--- config.mk ---
export PLATFORM = sky130hd
export DESIGN_NAME = gray_cvt_arbiter
export DESIGN_NICKNAME = d
export VERILOG_FILES = /design/src/rtl/gray_cvt_arbiter.sv
export SDC_FILE = /design/constraint.sdc
export NUM_CORES = 1
export LEC_CHECK = 0
export BUFFER_PORTS_ARGS = -buffer_cell sky130_fd_sc_hd__buf_2
export CORE_UTILIZATION = 49
export DETAILED_ROUTE_END_ITERATION = 8
export GPL_TIMING_DRIVEN = 0
export PLACE_DENSITY_LB_ADDON = 0.2
export SKIP_CTS_REPAIR_TIMING = 1
export SLEW_MARGIN = 40
export SYNTH_ARGS = -nofsm -noshare
export SYNTH_HDL_FRONTEND = slang
export SYNTH_SLANG_ARGS = --single-unit
--- constraint.sdc ---
create_clock -name i_clk -period 2.5 [get_ports i_clk]
set_clock_uncertainty 0.2 [all_clocks]
set_input_delay 0.375 -clock i_clk [delete_from_list [all_inputs] [get_ports i_clk]]
set_output_delay 0.375 -clock i_clk [all_outputs]
set_load 0.05 [all_outputs]
--- src/rtl/gray_cvt_arbiter.sv ---
// rtl/gray_cvt_arbiter.sv - round-robin arbiter sharing one binary-to-Gray converter
module gray_cvt_arbiter #(
  parameter int N_REQ   = 4,
  parameter int DW      = 8,
  parameter int MAX_OUT = 4
) (
  input  logic                     i_clk,
  input  logic                     i_rst,
  input  logic [N_REQ-1:0]         i_req,
  input  logic [N_REQ*DW-1:0]      i_data,
  output logic [N_REQ-1:0]         o_gnt,
  output logic                     o_cvt_en,
  output logic [DW-1:0]            o_cvt_data,
  input  logic                     i_cvt_vld,
  input  logic [DW-1:0]            i_cvt_gray,
  output logic                     o_rsp_vld,
  output logic [$clog2(N_REQ)-1:0] o_rsp_id,
  output logic [DW-1:0]            o_rsp_gray,
  output logic                     o_busy,
  output logic                     o_err
);

  localparam int IDW = $clog2(N_REQ);
  localparam int AW  = (MAX_OUT > 1) ? $clog2(MAX_OUT) : 1;
  localparam int CW  = $clog2(MAX_OUT + 1);

  logic [IDW-1:0] r_ptr;
  logic [IDW-1:0] r_tag [MAX_OUT];
  logic [AW-1:0]  r_wr;
  logic [AW-1:0]  r_rd;
  logic [CW-1:0]  r_count;
  logic           r_cvt_en;
  logic [DW-1:0]  r_cvt_data;
  logic           r_rsp_vld;
  logic [IDW-1:0] r_rsp_id;
  logic [DW-1:0]  r_rsp_gray;
  logic           r_err;

  logic           w_gnt_any;
  logic [IDW-1:0] w_gnt_idx;
  logic [IDW-1:0] w_cand;
  logic [IDW-1:0] w_ptr_nxt;
  logic [AW-1:0]  w_wr_nxt;
  logic [AW-1:0]  w_rd_nxt;
  logic [DW-1:0]  w_sel_data;
  logic           w_push;
  logic           w_pop;
  logic           w_spur;

  // Full gate looks only at the registered count; a same-cycle pop does not free a slot.
  always_comb begin
    w_gnt_any = 1'b0;
    w_gnt_idx = '0;
    w_cand    = '0;
    if (!i_rst && (r_count < CW'(MAX_OUT))) begin
      for (int i = 0; i < N_REQ; i++) begin
        w_cand = IDW'((int'(r_ptr) + i) % N_REQ);
        if (!w_gnt_any && i_req[w_cand]) begin
          w_gnt_any = 1'b1;
          w_gnt_idx = w_cand;
        end
      end
    end
  end

  assign o_gnt      = w_gnt_any ? (N_REQ'(1) << w_gnt_idx) : '0;
  assign w_sel_data = i_data[w_gnt_idx*DW +: DW];
  assign w_push     = w_gnt_any;
  assign w_pop      = i_cvt_vld && (r_count != '0);
  assign w_spur     = i_cvt_vld && (r_count == '0);
  assign w_ptr_nxt  = (w_gnt_idx == IDW'(N_REQ - 1)) ? '0 : w_gnt_idx + 1'b1;
  assign w_wr_nxt   = (r_wr == AW'(MAX_OUT - 1)) ? '0 : r_wr + 1'b1;
  assign w_rd_nxt   = (r_rd == AW'(MAX_OUT - 1)) ? '0 : r_rd + 1'b1;

  always_ff @(posedge i_clk) begin
    if (w_push) begin
      r_tag[r_wr] <= w_gnt_idx;
    end
  end

  always_ff @(posedge i_clk or posedge i_rst) begin
    if (i_rst) begin
      r_ptr      <= '0;
      r_wr       <= '0;
      r_rd       <= '0;
      r_count    <= '0;
      r_cvt_en   <= 1'b0;
      r_cvt_data <= '0;
      r_rsp_vld  <= 1'b0;
      r_rsp_id   <= '0;
      r_rsp_gray <= '0;
      r_err      <= 1'b0;
    end else begin
      r_cvt_en  <= w_push;
      r_rsp_vld <= w_pop;
      if (w_push) begin
        r_ptr      <= w_ptr_nxt;
        r_wr       <= w_wr_nxt;
        r_cvt_data <= w_sel_data;
      end
      if (w_pop) begin
        r_rd       <= w_rd_nxt;
        r_rsp_id   <= r_tag[r_rd];
        r_rsp_gray <= i_cvt_gray;
      end
      if (w_spur) begin
        r_err <= 1'b1;
      end
      case ({w_push, w_pop})
        2'b10:   r_count <= r_count + 1'b1;
        2'b01:   r_count <= r_count - 1'b1;
        default: r_count <= r_count;
      endcase
    end
  end

  assign o_cvt_en   = r_cvt_en;
  assign o_cvt_data = r_cvt_data;
  assign o_rsp_vld  = r_rsp_vld;
  assign o_rsp_id   = r_rsp_id;
  assign o_rsp_gray = r_rsp_gray;
  assign o_busy     = (r_count != '0);
  assign o_err      = r_err;

endmodule

After elaboration in Yosys (flattened, before gate mapping)
Memory sizes are Yosys's and may differ from the RTL's. A register that Yosys moved wholly into a read port is not among the register bits.
Cells that the tools add are included.
{ "totals": {"n_memories": 1, "out_inout_bits": 26, "register_bits": 28, "ramBits": 8} }
{ "memory_table": {"columns": ["memory", "depth", "width", "read_ports", "rd_ports_with_merged_regs", "wr", "line_no", "source"], "rows": [
  ["r_tag", 4, 2, 1, 1, 1, "28", "logic [IDW-1:0] r_tag [MAX_OUT];"]
]} }
{ "classes": {"n_reduce_logical": 13, "eq_ne": 5, "shifts": 2, "add_sub_neg": 8, "magnitude_cmp": 5, "n_mux": 28} }
{ "op_table": {"columns": ["op", "n"], "rows": [
  ["$shiftx A32 B6 Y8", 1],
  ["$mux W2", 8],
  ["$mux W1", 14],
  ["$lt A2 B3 Y1 const B", 4],
  ["$add A2 B1 Y2 const B", 4],
  ["$bmux W1 S2", 4],
  ["$eq A2 B2 Y1 const B", 4],
  ["$logic_and A1 B1 Y1", 6],
  ["$pmux W3 S2", 1],
  ["$add A2 B2 Y2 const B", 2],
  ["$logic_not A1 Y1", 4],
  ["$mux W4", 1],
  ["$shl A1 B2 Y4 const A", 1],
  ["$add A3 B1 Y3 const B", 1],
  ["$logic_not A3 Y1", 1],
  ["$lt A3 B3 Y1 const B", 1],
  ["$reduce_bool A3 Y1", 1],
  ["$sub A3 B1 Y3 const B", 1],
  ["$eq A2 B1 Y1 const B", 1],
  ["$reduce_bool A2 Y1", 1]
]} }

Depth between registers and ports, before layout
Gate-level depths: netlist (run 1).
{ "logic_depth": {"depth_word": 18, "mapped_depth": 9, "ltp_nobuf": 9} }

Worst setup path after synthesis (run 1)
OpenSTA, ideal clock, no wires.
{ "synth_timing": {"path_kind": "reg-to-output", "from": "register r_ptr[0]", "to": "output port o_gnt[3]", "required_ns": 1.925, "slack_ns": -0.046, "t_arrival_ns": 1.971, "stages_incl_launch_ff": 8, "n_path_buf": 1, "path_cell_list": "dfrtp_1 nor3b_2 a2111o_1 a21o_1 buf_4 inv_2 ha_1 and3_1"} }
{ "synth_via": {"elab_chain_len": 18, "elab_cells_between_ends": 32} }
{ "synth_lines": {"columns": ["item", "line_no", "source"], "rows": [
  ["from (decl)", "27", "logic [IDW-1:0] r_ptr;"],
  ["from (signal assigned)", "97", "r_ptr <= w_ptr_nxt;"],
  ["$bmux W1 S2", "58", "if (!w_gnt_any && i_req[w_cand]) begin"],
  ["$mux W1 (not written as such)", "58", null],
  ["$mux W1", "58", null],
  ["$mux W1", "55", "if (!i_rst && (r_count < CW'(MAX_OUT))) begin"],
  ["$logic_not A1 Y1", "58", null],
  ["$logic_and A1 B1 Y1", "58", null],
  ["$mux W1", "58", null],
  ["$mux W1", "55", null],
  ["[3 not listed]", null, null],
  ["$mux W1", "55", null],
  ["$logic_not A1 Y1", "58", null],
  ["$logic_and A1 B1 Y1", "58", null],
  ["$mux W2 (*)", "58", null],
  ["$mux W2 (*)", "55", null],
  ["named net w_gnt_idx[0]", "40", "logic [IDW-1:0] w_gnt_idx;"],
  ["$shl A1 B2 Y4 (*)", "66", "assign o_gnt = w_gnt_any ? (N_REQ'(1) << w_gnt_idx) : '0;"],
  ["$mux W4 (*)", "66", null],
  ["to (decl)", "11", "output logic [N_REQ-1:0] o_gnt,"]
]} }
Mark *: on every way through the listed nets, which the timed path passes. The rest lies on a longest branch. The select of a mux whose other input is x is not followed.

Worst setup path after layout (run 1)
Same ends and word-level chain as after synthesis.

==> out/summary.txt, run 1 <==
WORST SETUP PATH
----------------------------------------------------------------------------------------------------
Number of cell instances on the worst register-to-register path                                    9
Worst EP arrival                                                                             2.07 ns
Kind of start point of the critical path                                                        flop
Worst setup path start                                                                      r_ptr[0]
Setup slack, reg-to-reg                                                                      0.23 ns
CP Data Required Time                                                                        1.92 ns
Critical path destination                                                                   o_gnt[3]
Type of the worst setup path                                                            flop to output pin
Kind of capture point of the worst setup path                                             output pin
Maximum fanout along the worst path                                                                7
RR Endpoint                                                                               r_count[2]
Worst r2r src                                                                             r_count[2]

SYNTHESIS
----------------------------------------------------------------------------------------------------
Ys Warns                                                                                           0
Sequential-to-total area share from yosys stat                                                 48.3%
Nets in the synthesized netlist                                                                  252
Post-Syn Area                                                                               2050 µm²
Share of synthesized flip-flops with an asynchronous set or reset                              78.9%
EDFF count, synth                                                                                  8
Top flip-flop cell by instance count after synthesis                                    sky130_fd_sc_hd__dfrtp_1
Netlist cell types                                                                                41
Mapped Cells                                                                                     194
Register bit total from synthesis                                                                 38
Synthesized area per cell                                                                   10.6 µm²

PLACEMENT
----------------------------------------------------------------------------------------------------
Post-place setup slack                                                                     -0.429 ns
Count of buffers from port buffering                                                              72
HPWL after DPL                                                                               3.16 mm
Placed insts                                                                                     316
Gp weighted congestion                                                                         0.755
Cell Area, Placed                                                                           2480 µm²

ROUTING
----------------------------------------------------------------------------------------------------
Vias per Instance                                                                               5.30
Detailed-router iteration count before antenna repair                                              4
DRT iter0 DRCs                                                                                    54
Total via count after detailed routing                                                          1771
Post-route DRC violation count                                                                     0
Number of nets still failing antenna checks after routing                                          0
Post-detailed-routing wire length                                                            4.55 mm
Routed len/inst                                                                              13.6 µm

STA
----------------------------------------------------------------------------------------------------
Slew at the pin closest to its max-slew limit                                               0.776 ns
Maximum clock frequency                                                                    0.378 GHz
Max-slew violation total from the final report                                                     0
Final period utilization                                                                        106%
Setup TNS after final layout                                                               -0.543 ns
Worst-case setup margin in the final layout                                                -0.148 ns
Final hold violation count                                                                         0
Tightest slew margin relative to the limit                                                     48.1%
Fin crit period                                                                              2.65 ns
Setup repair after global routing missed its margin                                             true
Final hold slack                                                                          0.00515 ns
Final setup viols                                                                                  4

POWER
----------------------------------------------------------------------------------------------------
Worst voltage drop across the vdd grid                                                      0.677 mV
Total power per unit cell area                                                           1140 nW/µm²
Pwr Total                                                                                    3.19 mW
Static Leakage                                                                               1.38 nW

CLOCK TREE
----------------------------------------------------------------------------------------------------
H-tree depth                                                                                       2
Total number of clock tree sinks                                                                  38
Maximum root-to-sink buffer count                                                                  2
Clk root buf                                                                            sky130_fd_sc_hd__clkbuf_8
TritonCTS clock tree                                                                           built
Worst skew pair latency                                                                      0.28 ns
CTS buffer count                                                                                   5
Clock-pin slew reported for the worst setup and hold paths after clock tree synthesis        0.07 ns

MIN PATH
----------------------------------------------------------------------------------------------------
Path class of the lowest-slack min-delay path                                           input port to async pin

GLOBAL ROUTING
----------------------------------------------------------------------------------------------------
Overflow after GRT                                                                                 0
Largest net degree at the start of global routing                                                 31
Tot GR Track Use                                                                               21.6%
Global-route wire length before repair                                                       7.08 mm
Initial antenna violation count                                                                    0
Number of global-route vias before repair                                                       1577

FINISH
----------------------------------------------------------------------------------------------------
Layout filler cell count                                                                         295
Count of non-filler cells in the finished layout                                                 334
Area Overhead vs Synth                                                                         36.5%
Finished Cell Area                                                                          2800 µm²
Utilization of the core after routing                                                          70.1%
Antenna diode instance count                                                                       0
Share of final-layout standard cells stronger than drive strength 1                            44.0%
Net count, final                                                                                 341

FLOORPLAN
----------------------------------------------------------------------------------------------------
Initial Util                                                                                   51.3%
Num rows                                                                                          23
I/O pin total                                                                                     73
Area of the core region                                                                     4000 µm²
Die Y-Extent                                                                                 66.7 µm
Width of the die                                                                             66.7 µm
Die ar.                                                                                     4450 µm²

FLOW RUN
----------------------------------------------------------------------------------------------------
Max_cap viols                                                                                      0

OUTCOME
----------------------------------------------------------------------------------------------------
Violations in the final reports                                                         setup timing
Result of the run                                                                       finished with violations

worst max-delay path, cell delays in order, from the launching register on:
cell,delay (ns)
sky130_fd_sc_hd__dfrtp_2,0.47
sky130_fd_sc_hd__nor3b_4,0.18
sky130_fd_sc_hd__a2111o_1,0.34
sky130_fd_sc_hd__a21o_1,0.18
sky130_fd_sc_hd__buf_12,0.14
sky130_fd_sc_hd__clkinv_8,0.05
sky130_fd_sc_hd__ha_4,0.11
sky130_fd_sc_hd__and3_4,0.17
sky130_fd_sc_hd__buf_8,0.14
flip-flops by register name (all words and copies together), names as in the netlist:
register,cells
o_cvt_data,8
o_cvt_en,1
o_err,1
o_rsp_gray,8
o_rsp_id,2
o_rsp_vld,1
r_count,3
r_ptr,2
r_rd,2
r_tag,8
r_wr,2
final cells by class:
| cell class | count | area (µm²) | share of cell area (%) |
|---|---|---|---|
| clock buffers | 7 | 86.3 | 3.08 |
| clock inverters | 1 | 5.00 | 0.179 |
| plain buffers | 4 | 33.8 | 1.21 |
| repair buffers | 82 | 472 | 16.8 |
| flip-flops and latches | 38 | 995 | 35.5 |
| inverters | 12 | 57.6 | 2.05 |
| multi-input cells | 140 | 1090 | 38.9 |
| well taps | 50 | 62.6 | 2.23 |
Yosys cell counts, drive strengths merged (3+ instances only):
cell	count	share of area, %
nor3b	10	3.9
and3	8	2.4
o21ai	5	1.2
a31oi	8	2.4
nor2	16	3.2
nor2b	5	1.8
nand2	36	6.7
ha	10	6.1
dfrtp	30	37
inv	12	2.2
or3	3	0.91
mux2i	8	3.9
edfxtp	8	12
buf	3	0.85
a221oi	8	3.4
cell usage in the layout (no fill, tap or decap), types with 4 or more instances in the layout:
cell,count
sky130_fd_sc_hd__nor2_1,13
sky130_fd_sc_hd__inv_1,8
sky130_fd_sc_hd__nand2_1,33
sky130_fd_sc_hd__and3_1,6
sky130_fd_sc_hd__mux2i_1,8
sky130_fd_sc_hd__edfxtp_1,8
sky130_fd_sc_hd__a31oi_1,8
sky130_fd_sc_hd__buf_4,9
sky130_fd_sc_hd__nor3b_1,8
sky130_fd_sc_hd__a221oi_1,8
sky130_fd_sc_hd__clkbuf_8,6
sky130_fd_sc_hd__buf_2,70
sky130_fd_sc_hd__o21ai_0,4
sky130_fd_sc_hd__ha_1,6
sky130_fd_sc_hd__dfrtp_1,27
power by group:
| group | total (mW) | leakage (nW) | internal, mW | switching [mW] |
|---|---|---|---|---|
| Combinational | 1.71 | 0.909 | 0.586 | 1.13 |
| Clock | 0.423 | 0.0482 | 0.222 | 0.201 |
| Sequential | 1.05 | 0.427 | 0.879 | 0.175 |
| Total | 3.19 | 1.38 | 1.69 | 1.50 |
cells by family (layout without fill, tap and decap cells):
family	after synthesis	count (layout)	synth area share, %
xor+xnor	3	3	1.28
fa+ha+maj	11	11	7.07
flops	38	38	48.3
mux	12	12	7.19
compound gates	29	29	10.8
buf+inv	16	106	3.23
simple gates	85	85	22.2
layer usage:
| metal | wire length, µm | GRT usage [%] |
|---|---|---|
| met5 | 0 | 0 |
| met4 | 56 | 7.45 |
| met3 | 208 | 5.99 |
| met2 | 2160 | 33.2 |
| met1 | 2120 | 29.1 |
worst min-delay path by stage:
stage	start	endpoint	slack (ns)
after detailed placement	o_rsp_gray[3]	o_rsp_gray[3]	0.26
after global placement	o_rsp_gray[3]	o_rsp_gray[3]	0.25
after floorplan	r_count[0]	r_count[0]	0.25
after CTS	i_rst	o_cvt_data[3]	0.01
after global routing	i_rst	r_ptr[0]	0.05
final	i_rst	r_ptr[0]	0.005
Power figures use the tool's default switching activity.
==> run 2, diff against run 1 <==
Settings changed: CELL_PAD_IN_SITES_DETAIL_PLACEMENT from default to 1, CELL_PAD_IN_SITES_GLOBAL_PLACEMENT from default to 1, CORE_UTILIZATION 49 to 37.
==> out/summary.txt, run 2 (synthesized netlist as in run 1, its figures left out) <==
OUTCOME
----------------------------------------------------------------------------------------------------
Result of the run                                                                       finished with violations   unchanged
Violations in the final reports                                                         setup timing   unchanged

PLACEMENT
----------------------------------------------------------------------------------------------------
HPWL after DPL                                                                               3.88 mm   was 3.16 mm
Post-place setup slack                                                                     -0.494 ns   was -0.429 ns
Count of buffers from port buffering                                                              72   unchanged
Cell Area, Placed                                                                           2500 µm²   was 2480 µm²
Placed insts                                                                                     336   was 316
Gp weighted congestion                                                                         0.751   was 0.755

WORST SETUP PATH
----------------------------------------------------------------------------------------------------
Kind of start point of the critical path                                                        flop   unchanged
CP Data Required Time                                                                        1.92 ns   about the same
Total buffers and inverters traversed by the critical path                                         3   unchanged
Delay contributed by the slowest stage of the critical path                                  0.47 ns   about the same
Kind of capture point of the worst setup path                                             output pin   unchanged
Critical path's slowest cell                                                            sky130_fd_sc_hd__dfrtp_2   unchanged
Type of the worst setup path                                                            flop to output pin   unchanged
Maximum fanout along the worst path                                                                7   unchanged
Kind of cell with the highest combined delay on the critical path                       compound AO/OA/AOI/OAI gates   unchanged
Critical-path cell list                                                                 nor3b_4 -> a2111o_1 -> a21o_1 -> buf_12 -> clkinv_8 -> ha_4 -> and3_4 -> buf_8   unchanged
Setup slack, reg-to-reg                                                                      0.18 ns   was 0.23 ns
Worst EP arrival                                                                             2.08 ns   was 2.07 ns

STA
----------------------------------------------------------------------------------------------------
Final period utilization                                                                        106%   about the same
Final hold violation count                                                                         0   unchanged
Final setup viols                                                                                  4   unchanged
Tightest slew margin relative to the limit                                                     56.9%   was 48.1%
Max-slew violation total from the final report                                                     0   unchanged
Slew at the pin closest to its max-slew limit                                               0.646 ns   was 0.776 ns
Maximum clock frequency                                                                    0.377 GHz   was 0.378 GHz
Worst-case setup margin in the final layout                                                -0.155 ns   was -0.148 ns
Fin crit period                                                                              2.66 ns   was 2.65 ns
Setup repair after global routing missed its margin                                             true   unchanged

CLOCK TREE
----------------------------------------------------------------------------------------------------
Worst skew pair latency                                                                      0.28 ns   about the same
Clock-pin slew reported for the worst setup and hold paths after clock tree synthesis        0.08 ns   was 0.07 ns
CTS buffer count                                                                                   5   unchanged
H-tree depth                                                                                       2   unchanged
Total number of clock tree sinks                                                                  38   unchanged
TritonCTS clock tree                                                                           built   unchanged
Maximum root-to-sink buffer count                                                                  2   unchanged
Clk root buf                                                                            sky130_fd_sc_hd__clkbuf_8   unchanged

FLOORPLAN
----------------------------------------------------------------------------------------------------
Die Y-Extent                                                                                 76.5 µm   was 66.7 µm
I/O pin total                                                                                     73   unchanged
Num rows                                                                                          26   was 23
Initial Util                                                                                   39.2%   was 51.3%
Die ar.                                                                                     5850 µm²   was 4450 µm²
Width of the die                                                                             76.5 µm   was 66.7 µm
Area of the core region                                                                     5240 µm²   was 4000 µm²

FLOW RUN
----------------------------------------------------------------------------------------------------
Max_cap viols                                                                                      0   unchanged

FINISH
----------------------------------------------------------------------------------------------------
Share of final-layout standard cells stronger than drive strength 1                            43.0%   was 44.0%
Antenna diode instance count                                                                       0   unchanged
Utilization of the core after routing                                                          53.3%   was 70.1%
Commonest non-fill, non-tap cell in the layout                                          sky130_fd_sc_hd__buf_2   unchanged
Net count, final                                                                                 336   was 341
Count of non-filler cells in the finished layout                                                 349   was 334
Commonest cells after routing, fill and taps aside                                      sky130_fd_sc_hd__buf_2 (70), sky130_fd_sc_hd__nand2_1 (33), sky130_fd_sc_hd__dfrtp_1 (28)   was sky130_fd_sc_hd__buf_2 (70), sky130_fd_sc_hd__nand2_1 (33), sky130_fd_sc_hd__dfrtp_1 (27)
Layout filler cell count                                                                         602   was 295
Area Overhead vs Synth                                                                         35.9%   was 36.5%
Finished Cell Area                                                                          2790 µm²   was 2800 µm²

ROUTING
----------------------------------------------------------------------------------------------------
DRT iter0 DRCs                                                                                    49   was 54
Vias per Instance                                                                               5.09   was 5.30
Routed len/inst                                                                              15.0 µm   was 13.6 µm
Post-detailed-routing wire length                                                            5.23 mm   was 4.55 mm
Post-route DRC violation count                                                                     0   unchanged
Detailed-router iteration count before antenna repair                                              4   unchanged
Number of nets still failing antenna checks after routing                                          0   unchanged
Total via count after detailed routing                                                          1775   was 1771

MIN PATH
----------------------------------------------------------------------------------------------------
Path class of the lowest-slack min-delay path                                           input port to async pin   unchanged

GLOBAL ROUTING
----------------------------------------------------------------------------------------------------
Tot GR Track Use                                                                               18.6%   was 21.6%
Overflow after GRT                                                                                 0   unchanged
Global-route wire length before repair                                                       8.59 mm   was 7.08 mm
Number of global-route vias before repair                                                       1799   was 1577
Initial antenna violation count                                                                    0   unchanged
Largest net degree at the start of global routing                                                 31   unchanged

POWER
----------------------------------------------------------------------------------------------------
Worst voltage drop across the vdd grid                                                      0.413 mV   was 0.677 mV
Total power per unit cell area                                                           1130 nW/µm²   was 1140 nW/µm²
Static Leakage                                                                               1.36 nW   was 1.38 nW
Pwr Total                                                                                    3.15 mW   was 3.19 mW

[run 2: worst paths after layout]
kind | startpoint | to | cells after the start
max | r_ptr[0] | o_gnt[1] | 8
min | i_rst | o_cvt_data[6] | 2
max reg2reg | r_count[2] | r_count[2] | 9
min reg2reg | o_err | o_err | 1
max in group asynchronous | i_rst | r_ptr[0] | 2
min in group i_clk | i_cvt_gray[4] | o_rsp_gray[4] | 3
[run 2: layout make-up]
type | instances | area [µm²] | share of cell area (%)
Inverter | 12 | 57.6 | 2.06
Buffer | 4 | 33.8 | 1.21
Clock buffer | 6 | 72.6 | 2.60
Tap cell | 70 | 87.6 | 3.14
Timing Repair Buffer | 77 | 434 | 15.6
Multi-Input combinational cell | 140 | 1100 | 39.5
Sequential cell | 38 | 993 | 35.6
Clock inverter | 2 | 10.0 | 0.359
[run 2: routing by layer]
metal,global-route usage (%),up-vias,routed length [µm],share of wire [%]
met5,0,-,0,0
met2,31.9,49,2590,50
li1,-,861,-,-
met3,4.31,12,220,4.2
met4,7.31,0,114,2.2
met1,22.4,853,2300,44
[run 2: stage by stage]
stage,setup TNS (ns),hold WS [ns]
finish,-0.554,0.00986
CTS,-2.88,0.0224
floorplan,0,0.251
global placement,-1.96,0.255
detailed placement,-1.91,0.258
global route,-0.908,0.0633
[run 2: where the power goes]
part	switching (mW)	internal (mW)
clock network	0.208	0.193
logic	1.15	0.565
registers	0.166	0.877
